==> src/rtl/r4_pkg.sv <==
// Shared definitions for the radix-4 butterfly sequencer: default width,
// bin select codes and the sequencer state encoding.
package r4_pkg;

    localparam int unsigned W_DEF = 4;

    localparam logic [2:0] SEL_BIN0 = 3'b000;
    localparam logic [2:0] SEL_BIN1 = 3'b001;
    localparam logic [2:0] SEL_BIN2 = 3'b010;
    localparam logic [2:0] SEL_BIN3 = 3'b100;

    typedef enum logic [1:0] {
        IDLE  = 2'd0,
        SWEEP = 2'd1,
        DRAIN = 2'd2
    } state_t;

    function automatic logic [2:0] sel_code(input logic [1:0] bin);
        case (bin)
            2'd0:    return SEL_BIN0;
            2'd1:    return SEL_BIN1;
            2'd2:    return SEL_BIN2;
            default: return SEL_BIN3;
        endcase
    endfunction

endpackage

==> src/rtl/r4_butter_seq_if.sv <==
// Result stream from the sequencer to the downstream reader (valid/ready).
interface r4_butter_seq_if #(parameter int unsigned W = 4);

    logic         out_valid_o;
    logic         out_ready_i;
    logic [1:0]   out_bin_o;
    logic [W-1:0] out_re_o;
    logic [W-1:0] out_im_o;

    modport master (
        output out_valid_o, out_bin_o, out_re_o, out_im_o,
        input  out_ready_i
    );

    modport slave (
        input  out_valid_o, out_bin_o, out_re_o, out_im_o,
        output out_ready_i
    );

endinterface

==> src/rtl/r4_result_buf.sv <==
// Four-entry complex result store: one write port, one asynchronous read port.
module r4_result_buf #(
    parameter int unsigned W = 4
) (
    input  logic         i_clk,
    input  logic         i_rst,
    input  logic         i_we,
    input  logic [1:0]   i_waddr,
    input  logic [W-1:0] i_wre,
    input  logic [W-1:0] i_wim,
    input  logic [1:0]   i_raddr,
    output logic [W-1:0] o_rre,
    output logic [W-1:0] o_rim
);

    logic [W-1:0] r_re [4];
    logic [W-1:0] r_im [4];

    always_ff @(posedge i_clk or posedge i_rst) begin
        if (i_rst) begin
            for (int unsigned i = 0; i < 4; i++) begin
                r_re[i] <= '0;
                r_im[i] <= '0;
            end
        end else if (i_we) begin
            r_re[i_waddr] <= i_wre;
            r_im[i_waddr] <= i_wim;
        end
    end

    assign o_rre = r_re[i_raddr];
    assign o_rim = r_im[i_raddr];

endmodule

==> src/rtl/r4_butter_seq.sv <==
// Radix-4 butterfly sequencer: latches a 4-sample frame, sweeps the bin
// select, captures each bin result after SETTLE cycles, then streams results.
module r4_butter_seq
    import r4_pkg::*;
#(
    parameter int unsigned W      = W_DEF,
    parameter int unsigned SETTLE = 2
) (
    input  logic           wb_clk_i,
    input  logic           wb_rst_i,
    input  logic           start_i,
    input  logic           abort_i,
    input  logic [4*W-1:0] in_re_i,
    input  logic [4*W-1:0] in_im_i,
    output logic           start_rdy_o,
    output logic [4*W-1:0] xr_o,
    output logic [4*W-1:0] xi_o,
    output logic [2:0]     c_o,
    input  logic [W-1:0]   xro_i,
    input  logic [W-1:0]   xio_i,
    r4_butter_seq_if.master out_if,
    output logic           busy_o,
    output logic           done_o,
    output logic [7:0]     frames_o
);

    localparam logic [3:0] CNT_LAST = 4'(SETTLE - 1);

    state_t         r_state;
    logic [1:0]     r_bin;
    logic [3:0]     r_cnt;
    logic [1:0]     r_beat;
    logic           r_valid;
    logic [2:0]     r_c;
    logic [4*W-1:0] r_xr;
    logic [4*W-1:0] r_xi;
    logic           r_done;
    logic [7:0]     r_frames;
    logic           r_busy;
    logic           r_rdy;

    logic           w_cap;
    logic           w_accept;

    // Capture is suppressed by abort so an aborted sweep leaves no partial write.
    assign w_cap    = (r_state == SWEEP) && (r_cnt == CNT_LAST) && !abort_i;
    assign w_accept = r_valid && out_if.out_ready_i;

    r4_result_buf #(.W(W)) u_buf (
        .i_clk   (wb_clk_i),
        .i_rst   (wb_rst_i),
        .i_we    (w_cap),
        .i_waddr (r_bin),
        .i_wre   (xro_i),
        .i_wim   (xio_i),
        .i_raddr (r_beat),
        .o_rre   (out_if.out_re_o),
        .o_rim   (out_if.out_im_o)
    );

    always_ff @(posedge wb_clk_i or posedge wb_rst_i) begin
        if (wb_rst_i) begin
            r_state  <= IDLE;
            r_bin    <= '0;
            r_cnt    <= '0;
            r_beat   <= '0;
            r_valid  <= 1'b0;
            r_c      <= SEL_BIN0;
            r_xr     <= '0;
            r_xi     <= '0;
            r_done   <= 1'b0;
            r_frames <= '0;
            r_busy   <= 1'b0;
            r_rdy    <= 1'b1;
        end else begin
            r_done <= 1'b0;
            case (r_state)
                IDLE: begin
                    if (start_i && !abort_i) begin
                        r_xr    <= in_re_i;
                        r_xi    <= in_im_i;
                        r_bin   <= '0;
                        r_cnt   <= '0;
                        r_c     <= SEL_BIN0;
                        r_busy  <= 1'b1;
                        r_rdy   <= 1'b0;
                        r_state <= SWEEP;
                    end
                end
                SWEEP: begin
                    if (abort_i) begin
                        r_c     <= SEL_BIN0;
                        r_busy  <= 1'b0;
                        r_rdy   <= 1'b1;
                        r_state <= IDLE;
                    end else if (r_cnt == CNT_LAST) begin
                        r_cnt <= '0;
                        if (r_bin == 2'd3) begin
                            r_beat  <= '0;
                            r_valid <= 1'b1;
                            r_c     <= SEL_BIN0;
                            r_state <= DRAIN;
                        end else begin
                            r_bin <= r_bin + 2'd1;
                            r_c   <= sel_code(r_bin + 2'd1);
                        end
                    end else begin
                        r_cnt <= r_cnt + 4'd1;
                    end
                end
                DRAIN: begin
                    if (abort_i) begin
                        r_valid <= 1'b0;
                        r_busy  <= 1'b0;
                        r_rdy   <= 1'b1;
                        r_state <= IDLE;
                    end else if (w_accept) begin
                        if (r_beat == 2'd3) begin
                            r_valid  <= 1'b0;
                            r_done   <= 1'b1;
                            r_frames <= r_frames + 8'd1;
                            r_busy   <= 1'b0;
                            r_rdy    <= 1'b1;
                            r_state  <= IDLE;
                        end else begin
                            r_beat <= r_beat + 2'd1;
                        end
                    end
                end
                default: r_state <= IDLE;
            endcase
        end
    end

    assign start_rdy_o        = r_rdy;
    assign xr_o               = r_xr;
    assign xi_o               = r_xi;
    assign c_o                = r_c;
    assign busy_o             = r_busy;
    assign done_o             = r_done;
    assign frames_o           = r_frames;
    assign out_if.out_valid_o = r_valid;
    assign out_if.out_bin_o   = r_beat;

endmodule

==> src/flat_wrapper.sv <==
// flat-port wrapper written by rule: the top's interface ports become plain ports
module r4_butter_seq_flat import r4_pkg::*;
#(
    parameter int unsigned W      = W_DEF,
    parameter int unsigned SETTLE = 2
)
  (wb_clk_i, wb_rst_i, start_i, abort_i, in_re_i, in_im_i, start_rdy_o, xr_o, xi_o, c_o, xro_i, xio_i, busy_o, done_o, frames_o, out_if_out_valid_o, out_if_out_bin_o, out_if_out_re_o, out_if_out_im_o, out_if_out_ready_i);
  r4_butter_seq_if #(.W(W)) out_if_i ();
  input  logic wb_clk_i;
  input  logic wb_rst_i;
  input  logic start_i;
  input  logic abort_i;
  input  logic [4*W-1:0] in_re_i;
  input  logic [4*W-1:0] in_im_i;
  output logic start_rdy_o;
  output logic [4*W-1:0] xr_o;
  output logic [4*W-1:0] xi_o;
  output logic [2:0] c_o;
  input  logic [W-1:0] xro_i;
  input  logic [W-1:0] xio_i;
  output logic busy_o;
  output logic done_o;
  output logic [7:0] frames_o;
  output wire logic [$bits(out_if_i.out_valid_o)-1:0] out_if_out_valid_o;
  output wire logic [$bits(out_if_i.out_bin_o)-1:0] out_if_out_bin_o;
  output wire logic [$bits(out_if_i.out_re_o)-1:0] out_if_out_re_o;
  output wire logic [$bits(out_if_i.out_im_o)-1:0] out_if_out_im_o;
  input wire logic [$bits(out_if_i.out_ready_i)-1:0] out_if_out_ready_i;
  assign out_if_out_valid_o = out_if_i.out_valid_o;
  assign out_if_out_bin_o = out_if_i.out_bin_o;
  assign out_if_out_re_o = out_if_i.out_re_o;
  assign out_if_out_im_o = out_if_i.out_im_o;
  assign out_if_i.out_ready_i = out_if_out_ready_i;
  r4_butter_seq #(.W(W), .SETTLE(SETTLE)) u_core (.wb_clk_i(wb_clk_i), .wb_rst_i(wb_rst_i), .start_i(start_i), .abort_i(abort_i), .in_re_i(in_re_i), .in_im_i(in_im_i), .start_rdy_o(start_rdy_o), .xr_o(xr_o), .xi_o(xi_o), .c_o(c_o), .xro_i(xro_i), .xio_i(xio_i), .out_if(out_if_i), .busy_o(busy_o), .done_o(done_o), .frames_o(frames_o));
endmodule
==> config.mk <==
export PLATFORM = sky130hd
export DESIGN_NAME = r4_butter_seq_flat
export DESIGN_NICKNAME = d
export VERILOG_FILES = /design/src/rtl/r4_pkg.sv /design/src/rtl/r4_butter_seq_if.sv /design/src/rtl/r4_result_buf.sv /design/src/rtl/r4_butter_seq.sv /design/src/flat_wrapper.sv
export SDC_FILE = /design/constraint.sdc
export NUM_CORES = 1
export LEC_CHECK = 0
export CAP_MARGIN = 10
export CORE_ASPECT_RATIO = 2
export CORE_MARGIN = 2
export CORE_UTILIZATION = 35
export CTS_BUF_LIST = sky130_fd_sc_hd__clkbuf_8
export CTS_CLUSTER_SIZE = 40
export DETAILED_ROUTE_END_ITERATION = 12
export PLACE_DENSITY = 0.69
export SLEW_MARGIN = 40
export SYNTH_ARGS = -nofsm -noshare
export SYNTH_HDL_FRONTEND = slang
export SYNTH_SLANG_ARGS = --single-unit
==> constraint.sdc <==
create_clock -name wb_clk_i -period 5.3 [get_ports wb_clk_i]
set_input_delay 0.53 -clock wb_clk_i [delete_from_list [all_inputs] [get_ports wb_clk_i]]
set_output_delay 0.53 -clock wb_clk_i [all_outputs]
set_load 0.02 [all_outputs]
==> impl_metrics.json, run 1 <==
{
  "status": "completed",
  "setup-tns-final_ns": 0,
  "worstSetupPathType": "reg -> out",
  "slew_headroom_pct": 53.2,
  "asyncSetResetFlopFracSynth_pct": 100,
  "drc": 0,
  "ctsResizeCount": 0,
  "die_area_mm2": 0.0124,
  "syn_to_final_growth_pct": 34.4,
  "cts_tree": "yes",
  "cts_setup_buffers": 0,
  "synth_common_cells": "dfrtp_1 (88), mux2_2 (63), ha_1 (15)",
  "cts_inserted_buffers": 9,
  "yosysWarnings": 0,
  "min_period_ns": 2.78,
  "p_leak_nw": 2.42,
  "grt_pass1_wl_um": 14200,
  "cts_root_buf": "clkbuf_8",
  "ir_drop_mv": 0.342,
  "dr.pass1.iters": 6,
  "post-route-cell-area_mm2": 0.00539,
  "cts_hold_repair.buffers": 0,
  "drt-initial-drc-count": 92,
  "slew_violations": 0,
  "cap_violations": 0,
  "die_w_um": 79.7,
  "setup_violations": 0,
  "start_kind": "register",
  "dpl.hpwl_um": 6330,
  "port_buffers": 101,
  "synth_top_cell_by_area": "dfrtp_1",
  "worstPathMaxFanout": 13,
  "antenna_found_initial": 0,
  "viasPerCell": 4.93,
  "grt-ovfl-total": 0,
  "dpl_cell_area_mm2": 0.00519,
  "synth_edf_count": 0,
  "place_congestion": 0.759,
  "syn-num-nets": 338,
  "synth-seq-area-share_pct": 55.5,
  "die_y_um": 155,
  "p_comb_share_pct": 45.5,
  "clockBufferDepth": 2,
  "fmax_mhz": 359,
  "grt_use_total_pct": 15.0,
  "min_period_over_period_pct": 52.5,
  "diodes": 0,
  "synth_area_leaders": "dfrtp_1 (55%), mux2_2 (18%), ha_1 (4.7%), mux4_2 (4.5%), xnor2_1 (1.3%)",
  "clkPwrFrac_pct": 16.4,
  "pwr-share-seq_pct": 38.1,
  "yosys_most_used_dff": "dfrtp_1",
  "clock_latency_ns": 0.37,
  "required_ns": 4.77,
  "power_switching_mw": 1.04,
  "htreeDepth": 3,
  "worst_pin_slew_ns": 0.702,
  "power.internal_mw": 1.87,
  "ys_ff_latch": 89,
  "drive_gt1_share_pct": 26.3,
  "synth_cell_type_count": 44,
  "totalWireLength_um": 8520,
  "yosysMostFrequentCell": "dfrtp_1",
  "rsz0062_at_grt": "no",
  "syn_area_mm2": 0.00401,
  "grt_pass1_vias": 2937,
  "via_count": 2632,
  "core_mm2": 0.0112,
  "fin_util_pct": 48.1,
  "postSynthCellCount": 278,
  "switching_share_pct": 35.6,
  "ios": 102,
  "hold_class": "reg -> reg",
  "nets": 447,
  "wl_per_cell_um": 15.9,
  "avgSynthCellArea_um2": 14.4,
  "finalHoldViolations": 0,
  "crit_path_end_kind": "output pin",
  "clkTransAtPathRegs_ns": 0.10,
  "antenna_left": 0,
  "clock_skew_ns": 0.0156,
  "start_util_pct": 35.8,
  "powerDensity_mw_per_mm2": 540,
  "yosysTopAreaCellShare_pct": 54.9,
  "grt_max_degree": 56,
  "arrival_ns": 2.25,
  "rows": 55,
  "cts_sinks": 89
}
through the flow:
stage	cells	power (mW)	setup WS (ns)	hold WS (ns)
2_1_floorplan	278	1.90	2.46	0.459
3_3_place_gp	518	2.42	2.91	0.469
3_5_place_dp	518	2.46	2.88	0.481
4_1_cts	534	2.95	2.46	0.500
5_1_grt	534	3.10	2.37	0.520
6_report	534	2.91	2.52	0.497
worst max-delay path, cell delays in order (launching register included):
cell and delay (ns):
dfrtp_1 0.76, mux4_2 0.58, clkdlybuf4s50_1 0.55
routing by layer:
metal	vias to the layer above	track usage, %	routed length (um)
li1	1228	-	-
met5	-	0	0
met4	0	6.98	167
met2	86	26.8	4670
met1	1308	15.8	3140
met3	10	4.41	541
layout make-up:
cell class                      instances  area, um2
Clock inverter                          7       75.1
Clock buffer                            9        124
Inverter                               10       38.8
Tap cell                              142        178
Fill cell                             978       5820
Sequential cell                        89       2230
Multi-Input combinational cell        174       1720
Timing Repair Buffer                  103       1030
worst paths after layout:
kind	startpoint	end	slack [ns]	cells past startpoint
worst max-delay path	u_core.out_if.out_bin_o[0]	out_if_out_im_o[3]	2.52	2
worst min-delay path	u_core.frames_o[7]	u_core.frames_o[7]	0.50	1
worst max register to register	u_core.out_if.out_bin_o[0]	u_core.frames_o[7]	3.01	5
worst min register to register	u_core.frames_o[7]	u_core.frames_o[7]	0.50	1
max in group asynchronous	wb_rst_i	u_core.u_buf.r_re[4]	3.62	3
min in group asynchronous	wb_rst_i	u_core.frames_o[6]	0.54	2
cells by family after synthesis:
group | after synthesis | synth area share (%)
DFF | 89 | 55.5
adders and majority gates | 15 | 4.68
and+or+nand+nor | 47 | 7.57
xor gates and xnor gates | 7 | 1.53
AOI/OAI and AO/OA | 28 | 5.17
buffers and inverters | 15 | 1.53
muxes | 77 | 24.0
registers in the layout (all words and copies together) (netlist names), 2 cells and up:
signal / flops
u_core.u_buf.r_im: 16
u_core.r_cnt: 4
u_core.r_state: 2
u_core.c_o: 3
u_core.frames_o: 8
u_core.xr_o: 16
u_core.xi_o: 16
u_core.u_buf.r_re: 16
u_core.out_if.out_bin_o: 2
u_core.r_bin: 2
power by group through the flow:
stage | Combinational, mW | Clock [mW] | Sequential (mW)
detailed placement | 1.34 | 0 | 1.12
global route | 1.42 | 0.527 | 1.15
CTS | 1.34 | 0.499 | 1.11
finish | 1.32 | 0.478 | 1.11
global placement | 1.31 | 0 | 1.11
floorplan | 0.643 | 0 | 1.25
layout by cell type, fill, tap and decap left out, drive strengths merged, types with 2 or more instances in the layout:
master,instances
ha,15
inv,13
nand3,6
nor4,2
xnor2,6
clkbuf,9
clkinv,3
and2,2
nor3b,2
nor2b,3
o21ai,8
a22o,3
nor2,5
clkdlybuf4s50,101
a21oi,2
a21o,2
o31ai,2
nand4,2
dfrtp,88
buf,2
nand2,16
mux4,8
nand2b,3
mux2,68
o221ai,4
Note: power is estimated with default switching activity, not from simulation.
==> run 2: changes to the inputs <==
PLACE_DENSITY = 0.72   (was 0.69)
clock period = 2.5 ns   (was 5.3 ns; I/O delays follow)
==> impl_metrics.json, run 2 (synthesis gave the netlist of run 1 again) <==
{
  "setup-tns-final_ns": 0,
  "clock_skew_ns": 0.0129,
  "fmax_mhz": 431,
  "min_period_over_period_pct": 92.9,
  "slew_headroom_pct": 60.0,
  "clkTransAtPathRegs_ns": 0.09,
  "crit_path_end_kind": "output pin",
  "setup_slack_ns": 0.178,
  "ios": 102,
  "r2r_slack_ns": 0.54,
  "arrival_ns": 2.07,
  "diodes": 0,
  "worstSetupPathType": "reg -> out",
  "regToRegStartpoint": "u_core.r_state[1]",
  "max_stage_delay_ns": 0.55,
  "rows": 55,
  "nets": 449,
  "cts_tree": "yes",
  "cts_root_buf": "clkbuf_8",
  "total_power_mw": 6.21,
  "worst_r2r_endpoint": "u_core.u_buf.r_im[0]",
  "drive_gt1_share_pct": 26.4,
  "clock_latency_ns": 0.36,
  "p_leak_nw": 2.43,
  "clockBufferDepth": 2,
  "die_y_um": 155,
  "cts_sinks": 89,
  "start_kind": "register",
  "grt_pass1_vias": 2934,
  "slew_violations": 0,
  "grt_pass1_wl_um": 14600,
  "grt_max_degree": 90,
  "grt_use_total_pct": 15.3,
  "place_congestion": 0.771,
  "dr.pass1.iters": 4,
  "start_util_pct": 35.8,
  "totalWireLength_um": 8730,
  "seqCellArea_mm2": 0.00223,
  "syn_to_final_growth_pct": 35.3,
  "antenna_left": 0,
  "rsz0062_at_grt": "no",
  "dpl.hpwl_um": 6510,
  "cts_inserted_buffers": 9,
  "layout_common_cells": "clkdlybuf4s50_1 (101), dfrtp_1 (88), mux2_2 (63)",
  "htreeDepth": 3,
  "fin_hold_ws_ns": 0.369,
  "worst_pin_slew_ns": 0.595,
  "min_period_ns": 2.32,
  "cts_hold_repair.buffers": 0,
  "status": "completed",
  "grt-ovfl-total": 0,
  "worst_path_max_delay_cell": "clkdlybuf4s50_1",
  "wl_per_cell_um": 16.3,
  "dp_slack_ns": 0.416,
  "dpl_cell_area_mm2": 0.00523,
  "worstPathMaxFanout": 9,
  "ir_drop_mv": 0.595,
  "core_mm2": 0.0112,
  "multi_input_area_mm2": 0.00172,
  "post-route-cell-area_mm2": 0.00543,
  "worstRegToRegCells": 6,
  "hold_class": "in -> async",
  "crit_path_cell_trace": "buf_4 -> mux4_2 -> clkdlybuf4s50_1",
  "die_w_um": 79.7,
  "ctsResizeCount": 0,
  "cap_violations": 0,
  "required_ns": 2.25,
  "drt-initial-drc-count": 118,
  "antenna_found_initial": 0,
  "via_count": 2665,
  "setup.worst_path.start": "u_core.out_if.out_bin_o[0]",
  "layout_commonest_cell": "clkdlybuf4s50_1",
  "fillCellCount": 1014,
  "setup_violations": 0,
  "finalHoldViolations": 0,
  "die_area_mm2": 0.0124,
  "port_buffers": 101,
  "drc": 0,
  "viasPerCell": 4.97,
  "cts_setup_buffers": 0,
  "powerDensity_mw_per_mm2": 1140
}
-- run 2: changes by cell type in the layout (fill, tap and decap cells not counted) --
cell / change
buf_12: +1
buf_4: +1
clkbuf_8: +2
clkinv_2: -2
clkinv_4: +1
clkinvlp_4: +2
inv_1: +1
inv_6: -4
-- run 2: critical path, delay by kind of cell, from the launching register on --
family                 cells  cell delay [ns]
multiplexers               1             0.52
flip-flops                 1             0.40
buffers and inverters      2             0.78
-- run 2: routing by layer --
metal | global-route usage (%) | vias to the layer above | share of wire, %
met2 | 26.9 | 78 | 55
met4 | 6.16 | 0 | 1.8
met3 | 4.99 | 11 | 6.4
met1 | 16.7 | 1349 | 37
li1 | - | 1227 | -
met5 | 0 | - | 0
-- run 2: cell type report --
class / count / area share (%)
Sequential cell: 89 / 41.0
Multi-Input combinational cell: 174 / 31.7
Timing Repair Buffer: 105 / 19.4
Tap cell: 142 / 3.27
Clock buffer: 11 / 2.79
Clock inverter: 5 / 1.01
Inverter: 10 / 0.760
-- run 2: report_power, final --
part | switching [mW] | internal [mW] | total, mW
Combinational | 1.35 | 1.53 | 2.89
Clock | 0.507 | 0.513 | 1.02
Sequential | 0.317 | 1.99 | 2.30
Total | 2.18 | 4.03 | 6.21
-- run 2: how the worst max path moves through the flow --
stage	depth (start not counted)	slack (ns)	endpoint
after floorplan	6	0.72	u_core.u_buf.r_im[0]
after global placement	5	0.46	u_core.frames_o[7]
after detailed placement	5	0.42	u_core.frames_o[7]
after CTS	3	0.13	out_if_out_re_o[3]
after global routing	3	0.07	out_if_out_re_o[3]
final	3	0.18	out_if_out_im_o[3]
-- run 2: stage by stage --
| stage | utilization (%) | instances |
|---|---|---|
| after floorplan | - | 278 |
| after global placement | 46.6 | 520 |
| after detailed placement | 46.6 | 520 |
| after CTS | 48.4 | 536 |
| after global routing | 48.4 | 536 |
| final | 48.4 | 536 |
==> run 3: changes to the inputs <==
CORE_UTILIZATION = 46   (was 35)
PLACE_DENSITY = 0.88   (was 0.72)
clock period = 2.1 ns   (was 2.5 ns; I/O delays follow)
==> impl_metrics.json, run 3 (synthesis gave the netlist of run 1 again) <==
{
  "drt-initial-drc-count": 158,
  "cts_hold_repair.buffers": 0,
  "cts_sinks": 89,
  "hold_class": "in -> async",
  "htreeDepth": 3,
  "worstSetupPathType": "reg -> out",
  "start_util_pct": 47.1,
  "status": "completed",
  "via_count": 2653,
  "grt_use_total_pct": 19.5,
  "finalHoldViolations": 0,
  "worst_pin_slew_ns": 0.593,
  "die_area_mm2": 0.00953,
  "antenna_left": 0,
  "dp_slack_ns": 0.0914,
  "grt_pass1_wl_um": 14400,
  "cts_inserted_buffers": 9,
  "final_cells": 497,
  "diodes": 0,
  "rsz0062_at_grt": "no",
  "fillCellCount": 672,
  "core_mm2": 0.00853,
  "setup_violations": 0,
  "dpl.hpwl_um": 6450,
  "grt-ovfl-total": 0,
  "required_ns": 1.89,
  "antenna_found_initial": 0,
  "grt_pass1_vias": 2990,
  "dp_cells": 481,
  "cap_violations": 0,
  "clockBufferDepth": 2,
  "r2r_slack_ns": 0.15,
  "drc": 0,
  "clock_skew_ns": 0.00939,
  "fin_util_pct": 63.3,
  "ios": 102,
  "p_leak_nw": 2.47,
  "crit_path_end_kind": "output pin",
  "powerDensity_mw_per_mm2": 1360,
  "place_congestion": 0.749,
  "worstPathMaxFanout": 8,
  "clkTransAtPathRegs_ns": 0.09,
  "ctsResizeCount": 9,
  "layout_common_cells": "clkdlybuf4s50_1 (93), dfrtp_1 (87), mux2_2 (63)",
  "grt_max_degree": 90,
  "cts_tree": "yes",
  "slew_headroom_pct": 59.8,
  "setup_slack_ns": 0.131,
  "min_period_over_period_pct": 93.7,
  "cts_root_buf": "clkbuf_8",
  "fmax_mhz": 508,
  "start_kind": "register",
  "nets": 452,
  "drive_gt1_share_pct": 27.5,
  "cts_setup_buffers": 0,
  "dr.pass1.iters": 6,
  "die_y_um": 136,
  "ir_drop_mv": 0.740,
  "die_w_um": 70.1,
  "syn_to_final_growth_pct": 34.4,
  "setup-tns-final_ns": 0,
  "viasPerCell": 5.34,
  "rows": 48,
  "layout_commonest_cell": "clkdlybuf4s50_1",
  "totalWireLength_um": 8610,
  "min_period_ns": 1.97,
  "clock_latency_ns": 0.36,
  "wl_per_cell_um": 17.3,
  "port_buffers": 101,
  "arrival_ns": 1.76,
  "slew_violations": 0
}
==> run 3: changes by cell type in the layout (fill, tap and decap cells not counted), sizes merged <==
| cell | delta |
|---|---|
| clkdlybuf4s50 | -8 |
| buf | +3 |
| dlygate4sd2 | +8 |
==> run 3: path summary, 6_finish.rpt <==
check                                            from                          to  depth (start not counted)
max                        u_core.out_if.out_bin_o[0]          out_if_out_im_o[3]                          3
min                                          wb_rst_i       u_core.u_buf.r_im[10]                          3
max reg2reg                         u_core.r_state[1]        u_core.u_buf.r_im[0]                          6
min reg2reg                        u_core.frames_o[7]          u_core.frames_o[7]                          1
max in group asynchronous                    wb_rst_i  u_core.out_if.out_bin_o[1]                          3
min in group wb_clk_i                     in_re_i[12]             u_core.xr_o[12]                          2
==> run 3: power by group <==
part / internal [mW] / switching (mW) / leakage, nW
logic: 1.77 / 1.60 / 1.23
registers: 2.37 / 0.400 / 1.14
clock network: 0.611 / 0.597 / 0.107
total: 4.75 / 2.60 / 2.47
==> run 3: critical path, stage by stage (launching register included) <==
cell and delay, ns:
dfrtp_1 0.36, buf_4 0.20, mux4_2 0.51, dlygate4sd2_1 0.33
==> run 3: final cells by class <==
cell class | instances | area [um2] | area share [%]
inverter | 10 | 41.3 | 0.765
tap | 100 | 125 | 2.32
sequential | 89 | 2230 | 41.3
clock buffer | 11 | 151 | 2.81
timing repair buffer | 108 | 1070 | 19.8
clock inverter | 5 | 55.1 | 1.02
multi-input combinational | 174 | 1730 | 32.0
==> run 3: through the flow <==
stage	total power, mW	area (um2)	hold WS, ns
6_report	7.35	5400	0.326
5_1_grt	7.79	5400	0.367
4_1_cts	7.45	5390	0.338
3_5_place_dp	6.29	5190	0.464
3_3_place_gp	6.16	5190	0.469
2_1_floorplan	4.79	4020	0.280
==> run 3: per-layer routing <==
metal	share of wire [%]	up-vias	GRT usage (%)
met5	0	-	0
met4	3.3	0	9.51
met3	4.4	18	5.34
met2	57	78	36.3
met1	35	1322	19.7
li1	-	1235	-
